**config.mk**
```make
export PLATFORM = sky130hd
export DESIGN_NAME = sequence_counter_ctrl
export DESIGN_NICKNAME = d
export VERILOG_FILES = /design/src/rtl/sequence_counter_ctrl.sv
export SDC_FILE = /design/constraint.sdc
export NUM_CORES = 1
export LEC_CHECK = 0
export CORE_AREA = 5 5 42 44
export DETAILED_ROUTE_END_ITERATION = 12
export DIE_AREA = 0 0 47 49
export GPL_ROUTABILITY_DRIVEN = 0
export GPL_TIMING_DRIVEN = 0
export SKIP_CTS_REPAIR_TIMING = 1
export SYNTH_ARGS = -nofsm -noshare
export SYNTH_HDL_FRONTEND = slang
export SYNTH_SLANG_ARGS = --single-unit
```
**constraint.sdc**
```tcl
create_clock -name clk -period 3 [get_ports clk]
set_clock_uncertainty 0.15 [all_clocks]
set_input_delay 0.6 -clock clk [delete_from_list [all_inputs] [get_ports clk]]
set_output_delay 0.6 -clock clk [all_outputs]
set_load 0.005 [all_outputs]
```
**src/rtl/sequence_counter_ctrl.sv**
```systemverilog
// Timing-sequence source for the 4-to-16 timing decoder.
// Holds the sequence counter SC and the IDLE/RUN/STEP_WAIT sequencing state,
// and drives the decoder select (sc) and enable (dec_en).
module sequence_counter_ctrl #(
  parameter int unsigned SC_W      = 4,
  parameter bit          WRAP_HALT = 1'b0
) (
  input  logic            clk,
  input  logic            rst_n,
  input  logic            start,
  input  logic            halt,
  input  logic            sc_clr,
  input  logic            step_mode,
  input  logic            step_go,
  output logic [SC_W-1:0] sc,
  output logic            dec_en,
  output logic            running,
  output logic            instr_done,
  output logic            sc_wrap
);

  localparam logic [SC_W-1:0] SC_MAX = '1;

  typedef enum logic [1:0] {
    IDLE      = 2'd0,
    RUN       = 2'd1,
    STEP_WAIT = 2'd2
  } state_t;

  state_t state;
  logic   run_q;

  // dec_en and running both mirror the registered RUN flag
  assign dec_en  = run_q;
  assign running = run_q;

  // Sequencing FSM, counter and pulse outputs; run_q tracks state==RUN
  always_ff @(posedge clk) begin
    if (!rst_n) begin
      state      <= IDLE;
      sc         <= '0;
      run_q      <= 1'b0;
      instr_done <= 1'b0;
      sc_wrap    <= 1'b0;
    end else begin
      instr_done <= 1'b0;
      sc_wrap    <= 1'b0;
      case (state)
        IDLE: begin
          sc <= '0;
          if (start && !halt) begin
            state <= RUN;
            run_q <= 1'b1;
          end
        end
        RUN: begin
          if (halt) begin
            state <= IDLE;
            run_q <= 1'b0;
            sc    <= '0;
          end else if (sc_clr) begin
            sc         <= '0;
            instr_done <= 1'b1;
            if (step_mode) begin
              state <= STEP_WAIT;
              run_q <= 1'b0;
            end
          end else begin
            sc <= sc + SC_W'(1);
            if (sc == SC_MAX) begin
              sc_wrap <= 1'b1;
              if (WRAP_HALT) begin
                state <= IDLE;
                run_q <= 1'b0;
              end
            end
          end
        end
        STEP_WAIT: begin
          sc <= '0;
          if (halt) begin
            state <= IDLE;
            run_q <= 1'b0;
          end else if (step_go) begin
            state <= RUN;
            run_q <= 1'b1;
          end
        end
        default: begin
          state <= IDLE;
          run_q <= 1'b0;
          sc    <= '0;
        end
      endcase
    end
  end

endmodule

```
# --- Yosys cells after proc, flatten, opt, wreduce, memory -nomap -nowiden ---
# Index checks and enable logic that the tools add are counted.
word_totals:
  reg_bits: 9
  inputBits: 7
  out_inout_bits: 8
  wordCells: 37
classes:
  add_sub_neg: 1
  n_eq_ne: 7
  muxes: 16
  bitwise_logic: 2
  n_reduce_logical: 6
op_table:
  columns: ["op", "n"]
  rows:
  - ["$mux 2", 6]
  - ["$ne 3x3->1 const B", 3]
  - ["$mux 1", 8]
  - ["$pmux 2 s3", 1]
  - ["$add 4x1->4 const B", 1]
  - ["$eq 4x4->1 const B", 1]
  - ["$reduce_and 4->1", 1]
  - ["$reduce_or 4->1", 1]
  - ["$pmux 1 s3", 1]
  - ["$reduce_or 3->1", 1]
  - ["$eq 2x1->1 const B", 1]
  - ["$eq 2x2->1 const B", 1]
  - ["$logic_not 2->1", 1]
  - ["$ne 2x2->1 const B", 1]
  - ["$not 1->1", 2]
  - ["$logic_and 1x1->1", 1]
  - ["$logic_not 1->1", 1]

# --- Longest topological paths before layout ---
# Gate-level depths: netlist of the first run.
depth:
  depth_word: 4
  ltp_mapped: 4
  mapped_depth_nobuf: 4

# --- Worst setup path before layout of the first run ---
# No wires, ideal clock.
synth_timing:
  path_kind: "input to register"
  startpoint: "input port halt"
  endpoint: "register run_q (netlist: dec_en)"
  setup_time_ns: 0.116
  arrival_time_ns: 1.165
  required_ns: 2.734
  slack_ns: 1.569
  cell_stages: 3
  path_buffers: 0
  path_cell_list: "nor4b_1 a21oi_1 a41o_1"
synth_via:
  elab_chain_cells: 4
  elab_cells_between_ends: 10
  cone_classes: "eq/ne: 4; mux: 3; reduce/logical: 3"
synth_lines:
  columns: ["element", "line_no", "rtl"]
  rows:
  - ["from (decl)", "11", "input logic halt,"]
  - ["$logic_not 1->1", "51", "if (start && !halt) begin"]
  - ["$logic_and 1x1->1", "51", null]
  - ["$ne 2x2->1 (no source line)", null, null]
  - ["$reduce_and 4->1 (no source line)", null, null]
  - ["to (signal assigned)", "53", "run_q <= 1'b1;"]
  - ["to (signal assigned)", "59", "run_q <= 1'b0;"]
  - ["to (signal assigned)", "66", "run_q <= 1'b0;"]
  - ["to (decl)", "31", "logic run_q;"]
# Several ways; a longest one is shown, not always the timed one.
# A chain may end at the register's enable or synchronous reset.

# --- Worst setup path after layout of the first run ---
layout_timing:
  startpoint: "register run_q (netlist: dec_en)"
  endpoint: "output port running"
layout_rtl:
  columns: ["element", "line_no", "rtl"]
  rows:
  - ["from (signal assigned)", "42", "run_q <= 1'b0;"]
  - ["from (signal assigned)", "53", null]
  - ["from (signal assigned)", "59", null]
  - ["to (decl)", "17", "output logic running,"]
# No word-level cell between the ends.

==> results of run 1 <==
## sequential cells by signal, indices dropped and copies added (netlist names)
register,flops
state,2
sc,4
instr_done,1
sc_wrap,1
dec_en,1
## area by class of cell
type | count | area [um^2] | area share (%)
Sequential cell | 9 | 180 | 31.9
Multi-Input combinational cell | 29 | 180 | 31.9
Timing Repair Buffer | 14 | 140 | 24.8
Clock buffer | 4 | 26.3 | 4.65
Tap cell | 16 | 20.0 | 3.54
Inverter | 3 | 11.3 | 1.99
Buffer | 1 | 7.51 | 1.33
## cells by family after synthesis
group	count (synthesis)
compound gates	7
flops	9
simple gates	19
fa+ha+maj	1
buf+inv	4
xor+xnor	2
## where the power goes
part	switching [mW]	leakage (nW)	internal, mW
clock network	0.0416	0.0150	0.0512
registers	0.00506	0.0730	0.124
logic	0.0131	0.129	0.0249
total	0.0598	0.217	0.200
## worst paths after layout
check                             start               endpoint  slack, ns  cells after the start
setup / recovery    dec_en$_SDFFE_PN0P_                running       1.04                      2
hold / removal         sc[0]$_SDFF_PP0_       sc[0]$_SDFF_PP0_       0.32                      1
setup reg to reg  state[0]$_SDFFE_PN0P_  state[1]$_SDFFE_PN0P_       1.61                      4
hold reg to reg        sc[0]$_SDFF_PP0_       sc[0]$_SDFF_PP0_       0.32                      1
## cells in the final DEF, fill, tap and decap left out, types with 2 or more instances in the layout
master	n
a21oi_1	3
clkbuf_4	3
clkdlybuf4s50_1	14
dfxtp_1	9
inv_1	3
nand2_1	2
nand2b_1	2
nand3_1	2
nor2_1	7
nor3_1	2
## stage by stage
stage                     utilization (%)  hold WS (ns)
after floorplan                         -         0.294
after global placement               38.5         0.301
after detailed placement             38.5         0.318
after CTS                            40.4         0.332
after global routing                 40.4         0.347
final                                40.4         0.319
## per-layer routing
layer	GRT usage (%)	routed length, um	up-vias
met5	0	0	-
met4	6.91	19	0
met3	3.32	86	4
met2	9.73	317	13
met1	8.89	308	145
li1	-	-	182
## cells in the mapped netlist
library cell	count	share of area, %
dfxtp_1	9	48
nor2_1	7	6.9
a21oi_1	3	4.0
inv_1	3	3.0
nand2_1	2	2.0
nand2b_1	2	3.3
nand3_1	2	2.6
nor3_1	2	2.6
a211o_1	1	2.3
a21o_2	1	2.3
a31oi_1	1	1.7
a41o_1	1	2.6
and3_1	1	1.7
buf_4	1	2.0
ha_1	1	3.3
nand2b_2	1	2.3
nor4b_1	1	2.3
or3_4	1	3.0
xnor2_1	1	2.3
xor2_1	1	2.3
==> metrics.md, run 1 <==
| Metric | Value |
|---|---|
| Crit end category | output pin |
| GRT Util Overall | 7.56% |
| Die X | 47 um |
| Fin crit share | 65.4% |
| Buf/Inv on CP | 2 |
| Via count | 344 |
| Final instance area | 566 um^2 |
| Cells after Synth | 42 |
| Max VDD drop | 0.215 mV |
| Post-Synth XOR/XNOR Area | 4.62% |
| Worst-path clk slew | 0.06 ns |
| Final setup TNS | 0 ns |
| Drt drc | 0 |
| CP arrival | 1.21 ns |
| Slew headroom | 83.4% |
| Fmax | 510 MHz |
| Avg Inst Size Synth | 9.03 um^2 |
| CP Launch Type | flop |
| Mux share of post-synthesis cell area | 0% |
| Synth Register Bits | 9 |
| Critical Path, Cell by Cell | buf_4, clkdlybuf4s50_1 |
| Largest net degree at the start of global routing | 8 |
| # setup viols final | 0 |
| Total chip power | 260 uW |
| Fin. Hold Viols | 0 |
| Outcome | completed |
| Port Buf Inserts | 14 |
| Leak | 0.217 nW |
| CTS tree | yes |
| Clock buffer depth | 2 |
| Fill count | 150 |
| Worst-margin pin slew | 0.246 ns |
| Critical path required time | 2.25 ns |
| Post-Synth Simple-Gate Area | 26.7% |
| Yosys warns | 0 |
| Initial core utilization | 27.1% |
| RSZ-0062 raised after global routing | false |
| Clock sink count | 9 |
| Synth Area in Compound Gates | 12.9% |
| Die ar. | 2300 um^2 |
| Critical Path Max Stage Delay | 0.49 ns |
| Register area share after synthesis | 47.5% |
| First-pass GRT wire length | 1.21 mm |
| Routed len/inst | 9.62 um |
| Post-route antenna net violation count | 0 |
| Nets | 69 |
| Worst-path fanout max | 3 |
| Core ar. | 1400 um^2 |
| CTS Root Cell | clkbuf_4 |
| DP Area | 539 um^2 |
| Placed Cells incl. Taps | 72 |
| Number of buffers created by CTS | 3 |
| WL final | 731 um |
| Syn_nets | 50 |
| Worst Hold Class | flop to flop |
| Clock Latency Late Sink | 0.26 ns |
| Synth Area in Adders | 3.30% |
| Diode count | 0 |
| Synthesized cell area | 379 um^2 |
| Pwr dens | 459 nW/um^2 |
| Dpl hpwl | 563 um |
| Initial antenna violation count | 0 |
| H-tree depth | 1 |
| Critical path's slowest cell | clkdlybuf4s50_1 |
| Drt first pass iters | 4 |
| Area Growth Syn to Fin | 49.2% |
| Fin cells | 76 |
| Slew Limit Fails | 0 |
| Grt ovf | 0 |
| Largest family of logic cells by synthesized area | simple AND/OR/NAND/NOR gates |
| Top delay family on crit path | buffers and inverters |
| Post-place setup slack | 0.955 ns |
| Final worst slack | 1.04 ns |
| Vias in the first global route | 301 |
| Total of max-cap violations | 0 |
| Vias per cell | 4.53 |
| Post-route minimum period | 1.96 ns |
| Die height | 49 um |
| Worst Path Class, Setup | flop to output pin |
| DRT iter0 DRCs | 3 |
| Synth cell types | 20 |
| Layout cells sized above 1 | 11.7% |
| Row cnt | 14 |
| Top-Level Pins | 15 |
Note: power is estimated with default switching activity, not from simulation.
==> run 2, diff against run 1 <==
==> constraint.sdc (replaced) <==
create_clock -name clk -period 1.9 [get_ports clk]
set_clock_uncertainty 0.15 [all_clocks]
set_input_delay 0.38 -clock clk [delete_from_list [all_inputs] [get_ports clk]]
set_output_delay 0.38 -clock clk [all_outputs]
set_load 0.005 [all_outputs]
==> results of run 2 <==
Same layout as run 1 (identical final DEF). Status: completed.
Main changes from that run: setup slack after placement 0.955 ns -> 0.0747 ns; setup slack after layout 1.04 ns -> 0.159 ns; register-to-register setup slack 1.61 ns -> 0.51 ns; total power 0.260 mW -> 0.410 mW; worst IR drop on VDD 0.215 mV -> 0.340 mV
==> RTL change 1, RTL diff (flow settings as in run 2) <==
The parameter `WRAP_HALT` goes from 1'b0 to 1'b1.
--- a/src/rtl/sequence_counter_ctrl.sv
+++ b/src/rtl/sequence_counter_ctrl.sv
@@ -4,5 +4,5 @@
 module sequence_counter_ctrl #(
   parameter int unsigned SC_W      = 4,
-  parameter bit          WRAP_HALT = 1'b0
+  parameter bit          WRAP_HALT = 1'b1
 ) (
   input  logic            clk,
Formal check against the unedited RTL: no difference found for any inputs over 10 cycles, from zero or initial values and one cycle with rst_n low; that may be too few to reach the edited logic, so the function may still have changed.
==> RTL change 1 against run 2 <==
Wire length increased by 1.2%. Non-clock buffer count unchanged. Total power decreased by 9.2%. Cell area increased by 2.0%. Count of clock-buffer cells in the layout unchanged. Synthesized area increased by 3.0%. Sequential cell count unchanged. Maximum frequency decreased by 0.58%. Worst setup slack got worse by 10 ps. First-iteration DRC count increased by 67%. Critical path type unchanged.
==> RTL change 1: results (changes against run 2) <==
stage	metric	value	unit	change
synthesis	syn nets	49		-2.0%
cts	clk_lat worst skew	250	ps	
final_layout	Seq/total area	31.2	%	-0.62 points
synthesis	leading post-synthesis cells by cell area	dfxtp_1, nor2_1, and2b_2		
critical_path	CP top delay family	buffers and inverters		
detailed_routing	vias	348		+1.2%
outcome	status	complete, no violations		
final_layout	#MultiIn Comb	29		unchanged
critical_path	Bufs and invs on worst path	2		unchanged
final_layout	nets	68		-1.4%
critical_path	FF-to-FF path depth	4		unchanged
final_layout	fill cell count	162		+8.0%
synthesis	post-synthesis sequential area ratio	46.2	%	-1.4 points
global_routing	initial antenna violation count	0		unchanged
final_layout	fraction of area in multi-input gates	33.8	%	+2.0 points
final_layout	share of cells above drive strength 1	11.9	%	+0.20 points
final_layout	clk cell area share	4.56	%	-0.091 points
final_layout	Regs by FF count	sc x4, state x2		
pwr	leakage	0.223	nW	+2.7%
cts	H-tree Lvls	1		unchanged
final_layout	Buffers excl. clock	15		unchanged
hold_path	hold depth	1		unchanged
place	HPWL after DPL	610	microns	+8.2%
final_layout	Seq cells	9		unchanged
critical_path	crit-path max FO	4		+1
synthesis	synth cell count leaders	dfxtp_1, nor2_1		
sta	Slew @ Worst Pin	213	ps	-33.2 ps
global_routing	Total GRT Usage	7.56	%	about the same
detailed_routing	DR pass1 iterations	5		+1
global_routing	global-route wire length before repair	1270	microns	+5.1%
critical_path	crit path DAT	1220	ps	
global_routing	vias in the first global route	336		+12%
synthesis	synth unique cells	23		+15%
synthesis	Post-synth ARST share	0	%	unchanged
pwr	maximum vdd drop	277	uV	-19%
cts	clk root buf	clkbuf_4		
detailed_routing	DR WL/cell	9.87	microns	+2.6%
detailed_routing	Initial DRC Count	5		+2
cts	clk slew on worst S/H paths	60	ps	about the same
critical_path	Slowest-stage cell, CP	clkdlybuf4s50_1		
final_layout	Inverters, non-clock	2		-1
place	I/O Buffers	14		unchanged
final_layout	ANT cells	0		unchanged
final_layout	Non-clock buffer share	25.6	%	-0.51 points
final_layout	CLK BUF	4		unchanged
global_routing	largest net degree at the start of global routing	7		-1
-- RTL change 1: path summary, 6_finish.rpt --
path	start	endpoint	slack, ps
setup reg to reg	sc[0]	dec_en	610
hold reg to reg	sc[0]	sc[0]	310
setup / recovery	dec_en	running	150
hold / removal	sc[0]	sc[0]	310
-- RTL change 1: where the power goes --
part | total [mW] | internal (mW) | switching [mW] | leakage [nW]
Combinational | 0.0399 | 0.0262 | 0.0137 | 0.135
Clock | 0.138 | 0.0803 | 0.0578 | 0.0150
Sequential | 0.195 | 0.192 | 0.00290 | 0.0728
Total | 0.373 | 0.298 | 0.0744 | 0.223
-- RTL change 1: kinds of logic after synthesis --
group / Yosys count / synth area share, %
xor gates and xnor gates: 2 / 4.49
AOI/OAI and AO/OA: 9 / 18.0
and+or+nand+nor: 17 / 24.4
DFF: 9 / 46.2
adders and majority gates: 1 / 3.20
buffers and inverters: 3 / 3.85
-- RTL change 1: stage by stage --
| stage | instances | area, sq um | hold WS, ps | power [mW] | worst slack [ps] |
|---|---|---|---|---|---|
| after global placement | 71 | 551 | 296 | 0.239 | 269 |
| after global routing | 75 | 577 | 350 | 0.393 | 80.9 |
| after floorplan | 41 | 390 | 294 | 0.215 | 721 |
| after detailed placement | 71 | 551 | 303 | 0.239 | 279 |
| final | 75 | 577 | 308 | 0.373 | 149 |
| after CTS | 75 | 577 | 318 | 0.380 | 134 |
-- RTL change 1: worst reg2reg max path: cells and delay by family, from the launching register on --
family	cells	cell delay (ps)
flip-flops	1	370
AO/OA/AOI/OAI	2	300
adder cells (fa/ha/maj)	1	210
AND/OR/NAND/NOR	1	140
-- RTL change 1: routing by layer --
layer	share of wire [%]	global-route usage (%)	routed length, microns
met5	0	0	0
met4	0	4.15	0
met3	11	3.32	84
met2	44	10.4	326
met1	44	9.53	329
==> RTL change 2, RTL diff (flow settings as in run 2) <==
Without the edit above. Make the reset (`rst_n`) asynchronous in one clocked block.
--- a/src/rtl/sequence_counter_ctrl.sv
+++ b/src/rtl/sequence_counter_ctrl.sv
@@ -36,5 +36,5 @@
 
   // Sequencing FSM, counter and pulse outputs; run_q tracks state==RUN
-  always_ff @(posedge clk) begin
+  always_ff @(posedge clk or negedge rst_n) begin
     if (!rst_n) begin
       state      <= IDLE;
Function: differs if rst_n is asserted again (counterexample within 4 cycles, from zero or initial values and one cycle with rst_n low); with rst_n held inactive, the same outputs for 10 cycles.
==> RTL change 2 against run 2 <==
Count of clock-buffer cells in the layout did not move. Wire length increased by 7.4%. Synthesized area grew 11%. Worst setup slack worse by 42 ps. Utilization up 2.9 points. Global-route usage up 0.48 points. Combinational power increased by 25%. Cell area up 7.1%. Sequential cell count unchanged. Cell count decreased by 2.6%. Largest power group unchanged. Total power up 3.1%.
==> RTL change 2: results (changes against run 2) <==
stage	metric	value	unit	change
cts	clk root buf	clkbuf_4		
critical_path	FF-to-FF path depth	3		-1
hold_path	Worst Hold Class	in2async		
synthesis	synth cell count leaders	dfrtp_1, nor2_1		
final_layout	nets	67		-2.9%
global_routing	largest net degree at the start of global routing	10		+2
global_routing	global-route wire length before repair	1360	microns	+13%
final_layout	ANT cells	0		unchanged
cts	clk slew on worst S/H paths	60	ps	about the same
cts	cts bufs inserted	3		unchanged
critical_path	crit-path max FO	4		+1
global_routing	Total GRT Usage	8.04	%	+0.48 points
global_routing	vias in the first global route	330		+9.6%
synthesis	post-synthesis sequential area ratio	53.7	%	+6.2 points
pwr	leakage	0.255	nW	+17%
place	HPWL after DPL	643	microns	+14%
final_layout	Regs by FF count	sc x4, state x2		
synthesis	Post-synth ARST share	100	%	+100 points
detailed_routing	Initial DRC Count	5		+2
critical_path	Slowest-stage cell, CP	clkdlybuf4s50_1		
final_layout	share of cells above drive strength 1	13.8	%	+2.1 points
detailed_routing	DRT Wirelength	785	microns	+7.4%
synthesis	syn nets	48		-4.0%
synthesis	synth warn	0		unchanged
detailed_routing	DR pass1 iterations	4		unchanged
outcome	status	complete, no violations		
critical_path	CP top delay family	buffers and inverters		
synthesis	Main synth FF type	dfrtp_1		
global_routing	initial antenna violation count	0		unchanged
cts	CTS max path bufs	2		unchanged
synthesis	leading post-synthesis cells by cell area	dfrtp_1, nor2_1, buf_4		
die	die width	47	microns	unchanged
pwr	maximum vdd drop	292	uV	-14%
place	I/O Buffers	14		unchanged
sta	Fin. Hold Viols	0		unchanged
detailed_routing	DR vias/cell	4.65		+2.7%
synthesis	synth unique cells	21		+5.0%
critical_path	Worst path max stage delay	480	ps	
sta	Slew @ Worst Pin	406	ps	+160 ps
critical_path	crit path DAT	1250	ps	+40 ps
## RTL change 2: worst paths after layout
kind / start / end / slack, ps
setup / recovery: dec_en / running / 120
hold / removal: rst_n / state[0] / 270
hold reg to reg: sc[0] / sc[0] / 330
max in group asynchronous: rst_n / instr_done / 1040
min in group clk: sc[0] / sc[0] / 330
setup reg to reg: state[1] / sc[3] / 500
## RTL change 2: power by group
part / switching (mW) / internal [mW]
registers: 0.00875 / 0.200
logic: 0.0266 / 0.0482
clock network: 0.0588 / 0.0804
## RTL change 2: final cells by class
cell class	instances	area [sq um]
sequential	9	225
fill	157	796
clock buffer	4	26.3
timing repair buffer	14	140
buffer	2	15.0
tap	16	20.0
inverter	3	11.3
multi-input combinational	26	168
## RTL change 2: stage by stage
| step | hold WS [ps] | cells | setup WS (ps) | instance area [sq um] |
|---|---|---|---|---|
| floorplan | -65.6 | 40 | 562 | 419 |
| global placement | 326 | 70 | 110 | 579 |
| detailed placement | 329 | 70 | 104 | 579 |
| CTS | 274 | 74 | 104 | 606 |
| global route | 298 | 74 | 64.1 | 606 |
| finish | 275 | 74 | 117 | 606 |
## RTL change 2: cells by family after synthesis
family	Yosys count	synth area share [%]
and+or+nand+nor	17	21.5
DFF	9	53.7
xor gates and xnor gates	2	4.18
buffers and inverters	5	6.27
AOI/OAI and AO/OA	5	8.95
muxes	1	2.39
adders and majority gates	1	2.98
## RTL change 2: layer usage
layer,track usage (%),vias up,share of wire [%]
met5,0,-,0
met4,5.53,0,0.64
met3,2.21,2,12
met2,11.3,13,46
met1,10.2,158,40
li1,-,171,-
